[src/rtl/mem_req_initiator.sv]
`timescale 1ns/1ps
`default_nettype none
// ============================================================================
// Module   : mem_req_initiator
// Purpose  : Bus-master side of the memory request/response interface.
//            Takes one load/store command at a time from the pipeline,
//            issues a single-cycle request to the responder, waits for the
//            registered response code and returns a one-cycle completion
//            pulse with extended read data. A response timeout keeps a
//            missing or unmapped responder from hanging the pipeline.
// Ports    : clk, aresetn           - clock / async active-low reset
//            i_cmd_* / o_cmd_ready  - command valid/ready handshake
//            o_req_*                - request bus to the responder
//            i_res_*                - responder read data and code
//            o_done, o_rd_data,
//            o_code, o_timeout      - completion pulse and held results
// Revision : 1.0 - initial release
// ============================================================================

`ifndef ADDR_W
`define ADDR_W 32
`endif
`ifndef WORD_W
`define WORD_W 32
`endif
`ifndef MEM_COUNT_W
`define MEM_COUNT_W 2
`define MEM_COUNT_NONE 2'd0
`define MEM_COUNT_BYTE 2'd1
`define MEM_COUNT_HALF 2'd2
`define MEM_COUNT_WORD 2'd3
`endif
`ifndef MEM_CODE_W
`define MEM_CODE_W 3
`define MEM_CODE_INVALID       3'd0
`define MEM_CODE_READ          3'd1
`define MEM_CODE_WRITE         3'd2
`define MEM_CODE_MISALIGNED    3'd3
`define MEM_CODE_OUT_OF_BOUNDS 3'd4
`endif

module mem_req_initiator #(
    parameter int unsigned TIMEOUT = 4
) (
    input  logic                    clk,
    input  logic                    aresetn,
    input  logic                    i_cmd_valid,
    output logic                    o_cmd_ready,
    input  logic [`ADDR_W-1:0]      i_cmd_addr,
    input  logic [`WORD_W-1:0]      i_cmd_wr_data,
    input  logic                    i_cmd_wr_en,
    input  logic [`MEM_COUNT_W-1:0] i_cmd_count,
    input  logic                    i_cmd_signed,
    output logic [`ADDR_W-1:0]      o_req_addr,
    output logic [`WORD_W-1:0]      o_req_wr_data,
    output logic                    o_req_wr_en,
    output logic [`MEM_COUNT_W-1:0] o_req_count,
    input  logic [`WORD_W-1:0]      i_res_rd_data,
    input  logic [`MEM_CODE_W-1:0]  i_res_code,
    output logic                    o_done,
    output logic [`WORD_W-1:0]      o_rd_data,
    output logic [`MEM_CODE_W-1:0]  o_code,
    output logic                    o_timeout
);

    typedef enum logic [1:0] {
        S_IDLE = 2'd0,
        S_REQ  = 2'd1,
        S_WAIT = 2'd2
    } state_t;

    // Last counter value before a silent responder is declared absent.
    localparam logic [7:0] c_TIMEOUT_LAST = 8'(TIMEOUT - 1);

    state_t                  r_state;
    state_t                  w_state_nxt;
    logic [7:0]              r_wait_cnt;
    logic [7:0]              w_wait_cnt_nxt;
    // Size and signedness survive the request cycle; o_req_count does not.
    logic [`MEM_COUNT_W-1:0] r_count;
    logic [`MEM_COUNT_W-1:0] w_count_nxt;
    logic                    r_signed;
    logic                    w_signed_nxt;

    logic [`ADDR_W-1:0]      w_req_addr_nxt;
    logic [`WORD_W-1:0]      w_req_wr_data_nxt;
    logic                    w_req_wr_en_nxt;
    logic [`MEM_COUNT_W-1:0] w_req_count_nxt;
    logic                    w_done_nxt;
    logic [`WORD_W-1:0]      w_rd_data_nxt;
    logic [`MEM_CODE_W-1:0]  w_code_nxt;
    logic                    w_timeout_nxt;

    function automatic logic [`WORD_W-1:0] f_extend(
        input logic [`WORD_W-1:0]      d,
        input logic [`MEM_COUNT_W-1:0] cnt,
        input logic                    sgn
    );
        logic [`WORD_W-1:0] r;
        case (cnt)
            `MEM_COUNT_BYTE: r = {{(`WORD_W-8){sgn & d[7]}}, d[7:0]};
            `MEM_COUNT_HALF: r = {{(`WORD_W-16){sgn & d[15]}}, d[15:0]};
            default:         r = d;
        endcase
        return r;
    endfunction

    assign o_cmd_ready = (r_state == S_IDLE);

    always_comb begin
        w_state_nxt       = r_state;
        w_wait_cnt_nxt    = r_wait_cnt;
        w_count_nxt       = r_count;
        w_signed_nxt      = r_signed;
        w_req_addr_nxt    = o_req_addr;
        w_req_wr_data_nxt = o_req_wr_data;
        w_req_wr_en_nxt   = o_req_wr_en;
        w_req_count_nxt   = o_req_count;
        w_done_nxt        = 1'b0;
        w_rd_data_nxt     = o_rd_data;
        w_code_nxt        = o_code;
        w_timeout_nxt     = o_timeout;

        case (r_state)
            S_IDLE: begin
                if (i_cmd_valid) begin
                    if (i_cmd_count != `MEM_COUNT_NONE) begin
                        w_req_addr_nxt    = i_cmd_addr;
                        w_req_wr_data_nxt = i_cmd_wr_data;
                        w_req_wr_en_nxt   = i_cmd_wr_en;
                        w_req_count_nxt   = i_cmd_count;
                        w_count_nxt       = i_cmd_count;
                        w_signed_nxt      = i_cmd_signed;
                        w_state_nxt       = S_REQ;
                    end else begin
                        // Zero-size command: complete locally, no bus traffic.
                        w_done_nxt    = 1'b1;
                        w_code_nxt    = `MEM_CODE_INVALID;
                        w_rd_data_nxt = '0;
                        w_timeout_nxt = 1'b0;
                    end
                end
            end
            S_REQ: begin
                // Request is shown for one cycle only so writes happen once.
                w_req_count_nxt = `MEM_COUNT_NONE;
                w_wait_cnt_nxt  = 8'd0;
                w_state_nxt     = S_WAIT;
            end
            S_WAIT: begin
                if (i_res_code != `MEM_CODE_INVALID) begin
                    w_done_nxt    = 1'b1;
                    w_code_nxt    = i_res_code;
                    w_timeout_nxt = 1'b0;
                    if (!o_req_wr_en && (i_res_code == `MEM_CODE_READ)) begin
                        w_rd_data_nxt = f_extend(i_res_rd_data, r_count, r_signed);
                    end else begin
                        w_rd_data_nxt = '0;
                    end
                    w_state_nxt = S_IDLE;
                end else if (r_wait_cnt == c_TIMEOUT_LAST) begin
                    w_done_nxt    = 1'b1;
                    w_code_nxt    = `MEM_CODE_INVALID;
                    w_rd_data_nxt = '0;
                    w_timeout_nxt = 1'b1;
                    w_state_nxt   = S_IDLE;
                end else begin
                    w_wait_cnt_nxt = r_wait_cnt + 8'd1;
                end
            end
            default: begin
                w_req_count_nxt = `MEM_COUNT_NONE;
                w_state_nxt     = S_IDLE;
            end
        endcase
    end

    always_ff @(posedge clk or negedge aresetn) begin
        if (!aresetn) begin
            r_state       <= S_IDLE;
            r_wait_cnt    <= 8'd0;
            r_count       <= `MEM_COUNT_NONE;
            r_signed      <= 1'b0;
            o_req_addr    <= '0;
            o_req_wr_data <= '0;
            o_req_wr_en   <= 1'b0;
            o_req_count   <= `MEM_COUNT_NONE;
            o_done        <= 1'b0;
            o_rd_data     <= '0;
            o_code        <= `MEM_CODE_INVALID;
            o_timeout     <= 1'b0;
        end else begin
            r_state       <= w_state_nxt;
            r_wait_cnt    <= w_wait_cnt_nxt;
            r_count       <= w_count_nxt;
            r_signed      <= w_signed_nxt;
            o_req_addr    <= w_req_addr_nxt;
            o_req_wr_data <= w_req_wr_data_nxt;
            o_req_wr_en   <= w_req_wr_en_nxt;
            o_req_count   <= w_req_count_nxt;
            o_done        <= w_done_nxt;
            o_rd_data     <= w_rd_data_nxt;
            o_code        <= w_code_nxt;
            o_timeout     <= w_timeout_nxt;
        end
    end

endmodule

`default_nettype wire

[config.mk]
export PLATFORM = sky130hd
export DESIGN_NAME = mem_req_initiator
export DESIGN_NICKNAME = d
export VERILOG_FILES = /design/src/rtl/mem_req_initiator.sv
export SDC_FILE = /design/constraint.sdc
export NUM_CORES = 1
export LEC_CHECK = 0
export CAP_MARGIN = 25
export CORE_MARGIN = 2
export CORE_UTILIZATION = 42
export DETAILED_ROUTE_END_ITERATION = 10
export GPL_ROUTABILITY_DRIVEN = 0
export GPL_TIMING_DRIVEN = 0
export HOLD_SLACK_MARGIN = 0.02
export PLACE_DENSITY = 0.8
export SLEW_MARGIN = 40
export SYNTH_ARGS = -nofsm -noshare
export SYNTH_HDL_FRONTEND = slang
export SYNTH_SLANG_ARGS = --single-unit
[constraint.sdc]
create_clock -name clk -period 2.3 [get_ports clk]
set_input_delay 0.345 -clock clk [delete_from_list [all_inputs] [get_ports clk]]
set_output_delay 0.345 -clock clk [all_outputs]
set_load 0.05 [all_outputs]
==> impl_summary.log <==
[metrics] run status: finished clean
[metrics] # clock sinks: 117
[metrics] R2R depth: 7
[metrics] core outline area: 0.0109 mm^2
[metrics] cts-stage hold buffer count: 1
[metrics] total number of nets in the final design: 677
[metrics] global-route wire length before repair: 20,200 um
[metrics] standard cell with the maximum stage delay on the critical path: sky130_fd_sc_hd__clkdlybuf4s50_1
[metrics] buffer and inverter count on the worst path: 1
[metrics] RR Startpoint: r_wait_cnt[0]
[metrics] number of placed instances with taps included: 688
[metrics] timing-limited maximum frequency: 0.472 GHz
[metrics] flops & latches, synth: 117
[metrics] CTS tree: done
[metrics] largest net degree at the start of global routing: 66
[metrics] cell types with the highest counts after synthesis: sky130_fd_sc_hd__dfrtp_1 (117), sky130_fd_sc_hd__mux2_2 (66), sky130_fd_sc_hd__a22o_1 (28), sky130_fd_sc_hd__nand2b_1 (20), sky130_fd_sc_hd__nand2_1 (17)
[metrics] top fanout value on the critical path: 7
[metrics] critical path capture point type: output pin
[metrics] Synth Warn #: 0
[metrics] Unique masters post-synth: 43
[metrics] data required time of the worst path: 1960 ps
[metrics] share of the cycle needed by the critical path after routing: 0.922
[metrics] number of antenna diodes: 0
[metrics] depth of the CTS H-tree: 4
[metrics] final hold slack: 466 ps
[metrics] cell breakdown of the critical path: nor2_1 -> clkdlybuf4s50_1
[metrics] detail-routed net length per standard cell: 17.7 um
[metrics] number of instances resized during post-cts repair: 0
[metrics] share of synthesized flip-flops with an asynchronous set or reset: 1.00
[metrics] Layout area overhead: 62.2%
[metrics] clock-pin transition on the worst setup and hold timing paths: 50 ps
[metrics] Final Skew: 6.78 ps
[metrics] flip-flop cell with the highest count after synthesis: sky130_fd_sc_hd__dfrtp_1
[metrics] Gate Count Post-Synth: 337
[metrics] setup total negative slack: 0 ps
[metrics] worst setup path endpoint: o_cmd_ready
[metrics] pwr/cell area: 1130 mW/mm^2
[metrics] DPL Wire Length: 9340 um
[metrics] mean number of vias per cell: 5.05
[metrics] ANT nets after route: 0
[metrics] GR Overflow Total: 0
[metrics] violation count after the first detailed-route iteration: 116
[metrics] number of setup violations in the final report: 0
[metrics] layout cells sized above 1: 0.207
[metrics] met2 GRT Util: 0.372
[metrics] most frequently used cell type in the post-synthesis netlist: sky130_fd_sc_hd__dfrtp_1
[metrics] arrival time of the worst setup path: 1780 ps
[metrics] gr busiest metal: met2
[metrics] Residual DRC: 0
[metrics] type of the most critical hold path: in2async
[metrics] startpoint type of the worst setup path: flop
[metrics] Post-Place Setup Slack: 26.6 ps
[metrics] IO Pins: 211
[metrics] cell types occupying the most area after synthesis: sky130_fd_sc_hd__dfrtp_1 (62%), sky130_fd_sc_hd__mux2_2 (16%), sky130_fd_sc_hd__a22o_1 (5.2%), sky130_fd_sc_hd__nand2b_1 (2.6%), sky130_fd_sc_hd__o2bb2ai_1 (1.5%)
[metrics] total die area: 0.0122 mm^2
[metrics] filler instances: 792
[metrics] final max-slew violation count: 0
[metrics] clock network latency to the later pin of the worst-skew pair: 410 ps
[metrics] Chip Width: 110 um
[metrics] setup repair after global routing missed its margin: no
[metrics] Initial Util: 0.434
[metrics] worst r2r dst: o_rd_data[27]
[metrics] crit path from: r_state[0]
[metrics] family with the most delay on the worst path: buffers and inverters
[metrics] Max Cap Violations: 0
[metrics] y dimension of the die: 110 um
[metrics] number of core rows: 38
[metrics] netlist area before placement: 0.00475 mm^2
[metrics] mean area per synthesized cell: 14.1 um^2
[metrics] Stages on worst setup path: 2
[metrics] initial antenna violation count: 0
[metrics] largest area contributor in the netlist: sky130_fd_sc_hd__dfrtp_1
[metrics] Min Clock Period, post-route: 2120 ps
[metrics] Net Count, Synth: 446
[metrics] iteration count of the initial detailed-routing pass: 4
[metrics] global-route total usage across every layer: 0.222
[metrics] category of the most critical setup path: reg2out
[metrics] met3 global-route usage: 0.0947
[metrics] Yosys top cell area share: 0.616
[metrics] total of buffers placed on input and output ports: 210
[metrics] number of clock buffers inserted by TritonCTS: 17
[metrics] relative slew slack: 0.628
[metrics] worst-case setup margin in the final layout: 179 ps
[metrics] max incr delay on CP: 810 ps
[metrics] CTS root buf: sky130_fd_sc_hd__clkbuf_16
[metrics] CTS Buffer Depth: 2
[metrics] Worst Max-Slew Pin Slew: 556 ps
[metrics] total vias in the final route: 3,641
[metrics] Final Hold Fails: 0
[metrics] M1 GR Usage: 0.244
[metrics] Post-synth EDFFs: 0
[metrics] post-route insts no fill: 721
[metrics] slack of the worst reg-to-reg path: 280 ps
[metrics] static leakage: 3.30 nW
[metrics] post-CTS setup buffers: 0
[metrics] Max IR drop VDD: 0.758 mV
[metrics] vias in the first global route: 3,885
[metrics] sequential-to-total area share from yosys stat: 0.616
[metrics] final WL: 12,800 um
-- how the worst min path moves through the flow --
| stage | end | slack, ps | cells past startpoint |
|---|---|---|---|
| detailed placement | o_req_wr_data[22] | 320 | 1 |
| global placement | o_rd_data[15] | 470 | 1 |
| global route | o_rd_data[12] | 500 | 1 |
| finish | o_req_wr_data[26] | 470 | 2 |
| floorplan | o_code[0] | 50 | 0 |
| CTS | o_req_wr_data[26] | 490 | 2 |
-- flip-flops by register name, summed over array words and instances, names as in the netlist --
register / cells
o_timeout: 1
o_done: 1
r_count: 2
o_code: 3
o_req_count: 2
r_state: 2
o_req_wr_data: 32
o_req_addr: 32
o_rd_data: 32
r_wait_cnt: 8
r_signed: 1
o_req_wr_en: 1
-- cells by family after synthesis --
| kind of cell | Yosys count | share of synthesized area |
|---|---|---|
| adder cells (fa/ha/maj) | 3 | 0.00790 |
| XOR/XNOR | 1 | 0.00184 |
| flip-flops | 117 | 0.616 |
| AND/OR/NAND/NOR | 67 | 0.0872 |
| AO/OA/AOI/OAI | 60 | 0.100 |
| multiplexers | 66 | 0.156 |
| buffers and inverters | 23 | 0.0298 |
-- where the power goes --
part,switching (mW),leakage [nW],internal (mW)
logic,1.99,1.53,1.22
registers,0.236,1.47,2.46
clock network,0.897,0.306,1.92
total,3.12,3.30,5.61
-- cell usage in the layout (no fill, tap or decap), types with 2 or more instances in the layout --
cell and count:
sky130_fd_sc_hd__a21oi_1 12, sky130_fd_sc_hd__a22o_1 28, sky130_fd_sc_hd__and4b_1 2, sky130_fd_sc_hd__buf_1 2, sky130_fd_sc_hd__buf_2 5, sky130_fd_sc_hd__buf_4 5, sky130_fd_sc_hd__buf_6 4, sky130_fd_sc_hd__bufinv_16 4
sky130_fd_sc_hd__clkbuf_1 5, sky130_fd_sc_hd__clkbuf_16 17, sky130_fd_sc_hd__clkbuf_8 4, sky130_fd_sc_hd__clkdlybuf4s50_1 209, sky130_fd_sc_hd__clkinv_2 2, sky130_fd_sc_hd__clkinvlp_4 2, sky130_fd_sc_hd__dfrtp_1 117, sky130_fd_sc_hd__ha_1 3
sky130_fd_sc_hd__inv_1 5, sky130_fd_sc_hd__mux2_2 66, sky130_fd_sc_hd__nand2_1 17, sky130_fd_sc_hd__nand2b_1 20, sky130_fd_sc_hd__nand3_1 8, sky130_fd_sc_hd__nor2_1 4, sky130_fd_sc_hd__nor2b_1 2, sky130_fd_sc_hd__o21ai_0 3
sky130_fd_sc_hd__o2bb2ai_1 8
-- metrics by stage --
step | power [mW] | area (um^2) | utilization
floorplan | 4.72 | 4750 | -
global placement | 5.88 | 7030 | 0.643
detailed placement | 5.95 | 7060 | 0.646
CTS | 8.82 | 7710 | 0.705
global route | 9.07 | 7710 | 0.705
finish | 8.73 | 7710 | 0.705
-- worst reg2reg max path, delay by kind of cell, from the launching register on --
kind	cells	cell delay [ps]
buffers and inverters	2	280
adder cells (fa/ha/maj)	1	270
AND/OR/NAND/NOR	3	690
flip-flops	1	430
AO/OA/AOI/OAI	1	240
-- cell type report --
cell class / count / area, um^2 / area share
clock inverters: 8 / 145 / 0.0188
clock buffers: 24 / 492 / 0.0638
inverters: 5 / 18.8 / 0.00244
multi-input cells: 197 / 1680 / 0.218
plain buffers: 18 / 123 / 0.0159
repair buffers: 212 / 2140 / 0.278
flip-flops and latches: 117 / 2930 / 0.380
well taps: 140 / 175 / 0.0227
-- metal layers --
| layer | up-vias | share of wire |
|---|---|---|
| li1 | 1674 | - |
| met1 | 1786 | 0.39 |
| met2 | 161 | 0.50 |
| met3 | 20 | 0.099 |
| met4 | 0 | 0.019 |
| met5 | - | 0 |
Note: power is estimated with default switching activity, not from simulation.
==> patch, RTL diff (same settings) <==
Encoding of `state_t`: now one-hot (3 bits for 3 states).
--- a/src/rtl/mem_req_initiator.sv
+++ b/src/rtl/mem_req_initiator.sv
@@ -63,10 +63,10 @@
     output logic                    o_timeout
 );
 
-    typedef enum logic [1:0] {
-        S_IDLE = 2'd0,
-        S_REQ  = 2'd1,
-        S_WAIT = 2'd2
+    typedef enum logic [2:0] {
+        S_IDLE = 3'b001,
+        S_REQ  = 3'b010,
+        S_WAIT = 3'b100
     } state_t;
 
     // Last counter value before a silent responder is declared absent.
Behaviour: no difference found for any inputs over 4 cycles, from zero or initial values and one cycle with aresetn low; so few cycles prove little.
==> patch against the unedited design <==
  * Worst setup slack worse by 0.024 ns
  * Critical endpoint unchanged
  * Routed wire length fell by 3.8%
  * Total power rose by 15%
  * Register-to-register slack worse by 0.07 ns
  * First-iteration DRC count increased by 10%
  * Synthesized area about the same
  * Cell area about the same
  * Sequential cell count up 1
  * Highest routed layer unchanged
==> patch: results (changes against the unedited design) <==
Status - finished, final reports clean (unchanged)
Post-DP HPWL - 9030 µm (was 9340 µm)
Worst slew pin tran - 0.623 ns (was 0.556 ns)
First-pass GRT wire length - 19100 µm (was 20200 µm)
Met3 wire length - 1210 µm (was 1270 µm)
Worst Skew - 0.00806 ns (was 0.00678 ns)
DR iter-0 viols - 128 (was 116)
Routing usage on met2 - 35.5% (was 37.2%)
R2r worst-path depth - 6 (was 7)
Share of layout cells above drive strength 1 - 18.3% (was 20.7%)
Vias in the first global route - 3882 (was 3885)
Dpl ws - -0.131 ns (was 0.0266 ns)
Worst EP arrival - 1.80 ns (was 1.78 ns)
Worst VDD drop - 917 µV (was 758 µV)
Gr usage total - 20.9% (was 22.2%)
Synth cell types - 42 (was 43)
Crit path from - r_state[0] (unchanged)
Wire per inst - 17.1 µm (was 17.7 µm)
DP Area - 7060 µm² (about the same)
R2r startpoint - r_state[0] (was r_wait_cnt[0])
Slowest Stage Delay on Critical Path - 0.57 ns (was 0.81 ns)
DR vias/cell - 5.06 (was 5.05)
Grt met1 use - 23.4% (was 24.4%)
Synthesized area per cell - 14.1 µm² (about the same)
Crit-path slowest cell - dlygate4sd2_1 (was clkdlybuf4s50_1)
Post-synth top cells - dfrtp_1 (117), mux2_2 (49), a22o_1 (28) (was dfrtp_1 (117), mux2_2 (66), a22o_1 (28))
TritonRoute pass-1 iters - 5 (was 4)
Critical R2R Capture - o_req_addr[2] (was o_rd_data[27])
# fillers - 773 (was 792)
Final hold slack - 0.434 ns (was 0.466 ns)
Synth top area cells - dfrtp_1 (62%), mux2_2 (12%), a22o_1 (5.2%) (was dfrtp_1 (62%), mux2_2 (16%), a22o_1 (5.2%))
Final instance count without filler cells - 720 (was 721)
WL met1 - 4800 µm (was 4930 µm)
-- patch: repair_timing --
action / 4_1_cts / 5_1_grt
hold buffers: 1 / 0
endpoints found under the hold margin: 43 / 0
resized for setup: 1 / 0
setup endpoints to repair: 1 / 0
-- patch: cell type report --
class | count | area, µm² | share of cell area, %
multi-input cells | 199 | 1670 | 21.7
flip-flops and latches | 118 | 2950 | 38.3
inverters | 4 | 15.0 | 0.195
clock buffers | 22 | 474 | 6.15
plain buffers | 16 | 105 | 1.36
clock inverters | 9 | 173 | 2.24
well taps | 140 | 175 | 2.27
repair buffers | 212 | 2140 | 27.8
-- patch: worst reg2reg max path, stage by stage, from the launching register on --
cell and delay (ns):
dfstp_2 0.55, nor3b_4 0.28, nand2_1 0.11, nor2_2 0.25, buf_4 0.25, buf_6 0.18
mux2_1 0.34
-- patch: worst max path at each step --
stage / end / cells past startpoint / slack, ns
floorplan: o_req_addr[13] / 6 / 0.08
global placement: o_req_wr_data[25] / 1 / -3.47
detailed placement: o_rd_data[10] / 6 / -0.13
CTS: o_cmd_ready / 2 / 0.13
global route: o_req_addr[2] / 6 / 0.06
finish: o_cmd_ready / 2 / 0.16
-- patch: report_power, final --
| group | leakage, nW | switching [mW] | internal [mW] |
|---|---|---|---|
| clock | 0.316 | 0.878 | 2.00 |
| combinational | 1.50 | 2.68 | 1.58 |
| sequential | 1.48 | 0.313 | 2.64 |
| total | 3.30 | 3.87 | 6.21 |
-- patch: cells by family after synthesis --
logic type	synth area share, %
adders and majority gates	0.791
AOI/OAI and AO/OA	9.54
xor gates and xnor gates	0.554
buffers and inverters	2.53
muxes	16.1
and+or+nand+nor	8.25
DFF	62.2
